[config.mk]
export PLATFORM = sky130hd
export DESIGN_NAME = bin2bcd_seq
export DESIGN_NICKNAME = d
export VERILOG_FILES = /design/src/rtl/bin2bcd_seq_pkg.sv /design/src/rtl/bin2bcd_seq_bcd_digit_adj.sv /design/src/rtl/bin2bcd_seq.sv
export SDC_FILE = /design/constraint.sdc
export NUM_CORES = 1
export LEC_CHECK = 0
export BUFFER_PORTS_ARGS = -buffer_cell sky130_fd_sc_hd__buf_2
export CELL_PAD_IN_SITES_DETAIL_PLACEMENT = 1
export CELL_PAD_IN_SITES_GLOBAL_PLACEMENT = 1
export CORE_ASPECT_RATIO = 0.9
export CORE_MARGIN = 10
export CORE_UTILIZATION = 45
export CTS_CLUSTER_SIZE = 16
export DETAILED_ROUTE_END_ITERATION = 12
export PLACE_DENSITY = 0.79
export SYNTH_ARGS = -nofsm -noshare
export SYNTH_HDL_FRONTEND = slang
export SYNTH_SLANG_ARGS = --single-unit
[constraint.sdc]
create_clock -name clk_i -period 3 [get_ports clk_i]
set_clock_uncertainty 0.2 [all_clocks]
set_input_delay 0.15 -clock clk_i [delete_from_list [all_inputs] [get_ports clk_i]]
set_output_delay 0.15 -clock clk_i [all_outputs]
set_load 0.005 [all_outputs]
[src/rtl/bin2bcd_seq_pkg.sv]
// Shared constants and state encoding for the sequential binary-to-BCD converter.
package bin2bcd_seq_pkg;

    localparam int BIN_W_DEF  = 7;
    localparam int DIGITS_DEF = 3;
    localparam int DIG_W      = 4;

    typedef enum logic [1:0] {
        IDLE = 2'd0,
        CONV = 2'd1,
        DONE = 2'd2
    } state_e;

    // 10**n as a 64-bit constant, used only for the elaboration-time capacity check.
    function automatic longint unsigned pow10(input int n);
        longint unsigned r;
        r = 64'd1;
        for (int i = 0; i < n; i++) begin
            r = r * 64'd10;
        end
        return r;
    endfunction

endpackage

[src/rtl/bin2bcd_seq_bcd_digit_adj.sv]
// Double-dabble digit correction: add 3 to a BCD digit that is 5 or more.
module bcd_digit_adj
    import bin2bcd_seq_pkg::*;
(
    input  logic [DIG_W-1:0] dig_i,
    output logic [DIG_W-1:0] dig_o
);

    // Inputs reaching here are at most 9, so the sum tops out at 12 and needs no carry.
    always_comb begin
        dig_o = dig_i;
        if (dig_i >= 4'd5) begin
            dig_o = dig_i + 4'd3;
        end
    end

endmodule

[src/rtl/bin2bcd_seq.sv]
// Iterative binary-to-BCD converter, one input bit per clock, start/busy/done handshake.
module bin2bcd_seq
    import bin2bcd_seq_pkg::*;
#(
    parameter int BIN_W  = BIN_W_DEF,
    parameter int DIGITS = DIGITS_DEF
) (
    input  logic                    clk_i,
    input  logic                    rst_i,
    input  logic                    start_i,
    input  logic [BIN_W-1:0]        bin_i,
    output logic                    busy_o,
    output logic                    done_o,
    output logic [DIG_W*DIGITS-1:0] bcd_o
);

    localparam int SCR_W = DIG_W * DIGITS;
    localparam int CNT_W = $clog2(BIN_W + 1);
    localparam longint unsigned MAX_IN = (64'd1 << BIN_W) - 64'd1;

    // Reject parameter sets that cannot represent every input value.
    if (BIN_W < 1 || BIN_W > 16) begin : g_bad_width
        $error("bin2bcd_seq: BIN_W must be in 1..16");
    end
    if (pow10(DIGITS) <= MAX_IN) begin : g_bad_digits
        $error("bin2bcd_seq: DIGITS too small for BIN_W");
    end

    state_e             state_q, state_d;
    logic [BIN_W-1:0]   bin_q,   bin_d;
    logic [SCR_W-1:0]   scr_q,   scr_d;
    logic [SCR_W-1:0]   scr_adj;
    logic [CNT_W-1:0]   cnt_q,   cnt_d;
    logic [SCR_W-1:0]   bcd_q,   bcd_d;
    logic               done_q,  done_d;

    // Per-digit add-3 correction applied before every shift.
    for (genvar g = 0; g < DIGITS; g++) begin : g_adj
        bcd_digit_adj u_adj (
            .dig_i (scr_q[DIG_W*g +: DIG_W]),
            .dig_o (scr_adj[DIG_W*g +: DIG_W])
        );
    end

    // Next-state logic: capture in IDLE, adjust-and-shift in CONV, publish in DONE.
    always_comb begin
        state_d = state_q;
        bin_d   = bin_q;
        scr_d   = scr_q;
        cnt_d   = cnt_q;
        bcd_d   = bcd_q;
        done_d  = 1'b0;
        case (state_q)
            IDLE: begin
                if (start_i) begin
                    bin_d   = bin_i;
                    scr_d   = '0;
                    cnt_d   = CNT_W'(BIN_W);
                    state_d = CONV;
                end
            end
            CONV: begin
                // Binary MSB shifts into scratch bit 0.
                {scr_d, bin_d} = {scr_adj, bin_q} << 1;
                cnt_d = cnt_q - CNT_W'(1);
                if (cnt_q == CNT_W'(1)) begin
                    state_d = DONE;
                end
            end
            DONE: begin
                bcd_d   = scr_q;
                done_d  = 1'b1;
                state_d = IDLE;
            end
            default: begin
                state_d = IDLE;
            end
        endcase
    end

    // State and datapath registers; reset aborts any conversion in flight.
    always_ff @(posedge clk_i or posedge rst_i) begin
        if (rst_i) begin
            state_q <= IDLE;
            bin_q   <= '0;
            scr_q   <= '0;
            cnt_q   <= '0;
            bcd_q   <= '0;
            done_q  <= 1'b0;
        end else begin
            state_q <= state_d;
            bin_q   <= bin_d;
            scr_q   <= scr_d;
            cnt_q   <= cnt_d;
            bcd_q   <= bcd_d;
            done_q  <= done_d;
        end
    end

    assign busy_o = (state_q != IDLE);
    assign done_o = done_q;
    assign bcd_o  = bcd_q;

endmodule

==> reports/results.tsv <==
stage	metric	value	unit
run_status	run status	finished, final reports clean	
detailed_routing	DR WL met2	2180	µm
timing	Worst-Margin Slew	0.912	ns
placement	I/O Buffers	23	
power	Sw Ratio	39.7	%
finish	# diodes	0	
floorplanning	die width	86.9	µm
synth	Post-synth top cells	dfrtp_1 (37), nand2_1 (17), inv_1 (15)	
placement	DP HPWL	3060	µm
worst_setup_path	WP data required	2.99	ns
timing	Final Setup Violations	0	
floorplanning	row count	21	
detailed_routing	metal3 WL	158	µm
synth	most frequent cell after synthesis	dfrtp_1	
power	sequential share of power	42.8	%
worst_setup_path	critical path arrival	1.99	ns
worst_setup_path	CP Launch Type	flop	
timing	Slew Viols, Final	0	
global_routing	initial antenna violation count	0	
timing	Period minus WS final	2.00	ns
cts	TritonCTS Buffers	5	
power	Logic pwr share	40.3	%
floorplanning	Initial Util	47.5	%
detailed_routing	DR vias	1352	
synth	asr flop ratio synth	100	%
cts	Post-CTS Resized	0	
worst_setup_path	Critical R2R Launch	state_q[0]	
global_routing	gr usage total	13.4	%
power	cell-internal power	0.00122	W
synth	mean area per synthesized cell	10.9	µm²
synth	Synth Instances	166	
synth	yosys warns	0	
floorplanning	I/O Pins	24	
hold_path	worst hold start	bin_i[2]	
worst_setup_path	crit end category	flop	
timing	Final Cycle Share	66.5	%
timing	f_max	0.501	GHz
detailed_routing	DRC	0	
synth	flop and latch count out of synthesis	37	
timing	unrepaired setup endpoints after global routing	no	
global_routing	GRT overflow	0	
synth	library cells used by synthesis	31	
detailed_routing	Antenna Violating Nets Remaining	0	
worst_setup_path	kind of critical path	reg -> reg	
cts	CTS max path bufs	2	
placement	Placement Setup Slack	0.995	ns
worst_setup_path	Crit Path Max Fanout	21	
detailed_routing	First-pass DRT Iterations	4	
floorplanning	area of the core	3810	µm²
global_routing	global-route wire length before repair	7400	µm
finish	Layout Cells excl Fill	240	
detailed_routing	routed len/inst	17.8	µm
hold_path	hold path depth	4	
cts	Clock Tree Root	clkbuf_8	
floorplanning	die area	6960	µm²
finish	Final nets	211	
floorplanning	Vert. Die Dim	80.2	µm
hold_path	Hold Path Class	in -> reg	
synth	synthesized cell area	1810	µm²
timing	Slew headroom	39.1	%
detailed_routing	DRT iter0 DRCs	100	
detailed_routing	highest routed metal layer	met4	
synth	syn_nets	184	
cts	Clk Latency, worst-skew pair	0.30	ns
synth	Synth area leaders	dfrtp_1 (51%), mux2_1 (5.6%), ha_1 (5.5%)	
detailed_routing	total wire length	4260	µm
finish	filler instances	420	
cts	Clock Pin Slew Worst Setup and Hold Paths	0.07	ns
detailed_routing	Via density	5.63	
placement	gp weighted congestion	0.820	
synth	top cell type's share of synthesized area	51.1	%
worst_setup_path	CP Launch Point	state_q[0]	
timing	fin worst setup slack	1.00	ns
cts	# H-tree levels	2	
cts	Sink Count	37	
worst_setup_path	R2R setup slack	1.00	ns
synth	EDFF count, synth	0	
global_routing	vias in the first global route	1471	
cts	CTS tree	done	
timing	setup tns final	0	ns
synth	sequential fraction of the synthesis area	51.1	%
synth	Synth area leader	dfrtp_1	
power	Power Density	987	nW/µm²
power	Leakage	1.02	nW
power	Clk pwr share	16.8	%
synth	top_reg_cell synth	dfrtp_1	
worst_setup_path	Worst R2R Path Depth	2	
flow_run	max-cap violation count	0	
finish	share of cells above drive strength 1	19.1	%
global_routing	largest net degree at the start of global routing	22	
timing	final number of hold-violating endpoints	0	
detailed_routing	WL met1	1830	µm
power	VDD IR max	0.507	mV
power	sw power	0.000807	W
placement	dpl cells	229	
finish	P&R area growth vs syn	13.6	%
[placed cells by master, fill, tap and decap left out]
cell / Yosys / final
a31oi_1: 1 / 1
o21ai_0: 10 / 10
mux2_1: 9 / 9
buf_4: 3 / 2
dlygate4sd3_1: 0 / 3
o221ai_1: 3 / 3
nand2b_1: 4 / 4
nor2b_1: 4 / 4
o21ba_2: 1 / 1
buf_2: 4 / 23
o32ai_1: 2 / 2
or2_1: 1 / 1
xnor2_1: 2 / 2
o21a_1: 3 / 3
nor2b_2: 1 / 1
nand2_1: 17 / 17
a21oi_1: 7 / 7
o211ai_1: 3 / 3
o21ai_1: 2 / 2
inv_1: 15 / 15
clkbuf_1: 0 / 1
o21bai_1: 1 / 1
o31ai_1: 3 / 3
nor2_1: 4 / 4
nand3b_1: 1 / 1
clkbuf_8: 0 / 5
a32o_1: 3 / 3
mux2_2: 3 / 3
clkinv_2: 0 / 2
ha_1: 8 / 8
o2111ai_1: 6 / 6
dfrtp_1: 37 / 37
nor3_1: 1 / 1
and3b_1: 6 / 6
[through the flow]
stage	utilization (%)	hold slack (ns)	total power (W)	area [µm²]
finish	54.0	0.0607	0.00203	2060
global route	54.0	0.122	0.00221	2060
CTS	54.0	0.0625	0.00206	2060
detailed placement	51.0	0.114	0.00170	1940
global placement	51.0	0.0898	0.00162	1940
floorplan	-	0.0773	0.00145	1810
[final timing paths]
kind                              to
min reg2reg                 bcd_o[6]
max reg2reg                bcd_o[10]
min in group asynchronous   bcd_o[5]
max in group asynchronous   bin_q[4]
min                         bin_q[2]
max                        bcd_o[10]
[critical path: stages (launching register included)]
cell     delay (ns)
dfrtp_1        0.60
nor2b_2        0.68
mux2_2         0.41
[kinds of logic after synthesis]
group	share of synthesized area (%)
compound gates	17.3
xor+xnor	0.968
fa+ha+maj	5.53
buf+inv	6.08
flops	51.1
mux	7.46
simple gates	11.5
[power by group through the flow]
stage / clock network (W) / registers [W] / logic, W
global placement: 0 / 0.000857 / 0.000761
floorplan: 0 / 0.000813 / 0.000633
finish: 0.000342 / 0.000870 / 0.000819
CTS: 0.000352 / 0.000870 / 0.000836
global route: 0.000364 / 0.000909 / 0.000934
detailed placement: 0 / 0.000876 / 0.000829
[final cells by class]
type | instances | area, µm² | area share, %
flip-flops and latches | 37 | 926 | 45.0
clock buffers | 6 | 72.6 | 3.53
clock inverters | 2 | 10.0 | 0.487
multi-input cells | 106 | 774 | 37.7
inverters | 15 | 56.3 | 2.74
well taps | 46 | 57.6 | 2.80
repair buffers | 28 | 160 | 7.79
[per-layer routing]
layer  vias to the layer above  global-route usage [%]
met3                         7                    3.94
met4                         0                    7.28
met1                       685                    15.9
li1                        639                       -
met5                         -                       0
met2                        21                    21.4
[sequential cells by signal (all words and copies together), names as in the netlist]
signal,cells
bcd_o,12
bin_q,7
cnt_q,3
done_o,1
scr_q,12
state_q,2
[what timing repair did]
action	in CTS	in global routing
endpoints found under the hold margin	19	0
setup buffers	0	0
hold buffers	3	0
endpoints found under the setup margin	0	0
(Power assumes the default switching activity.)
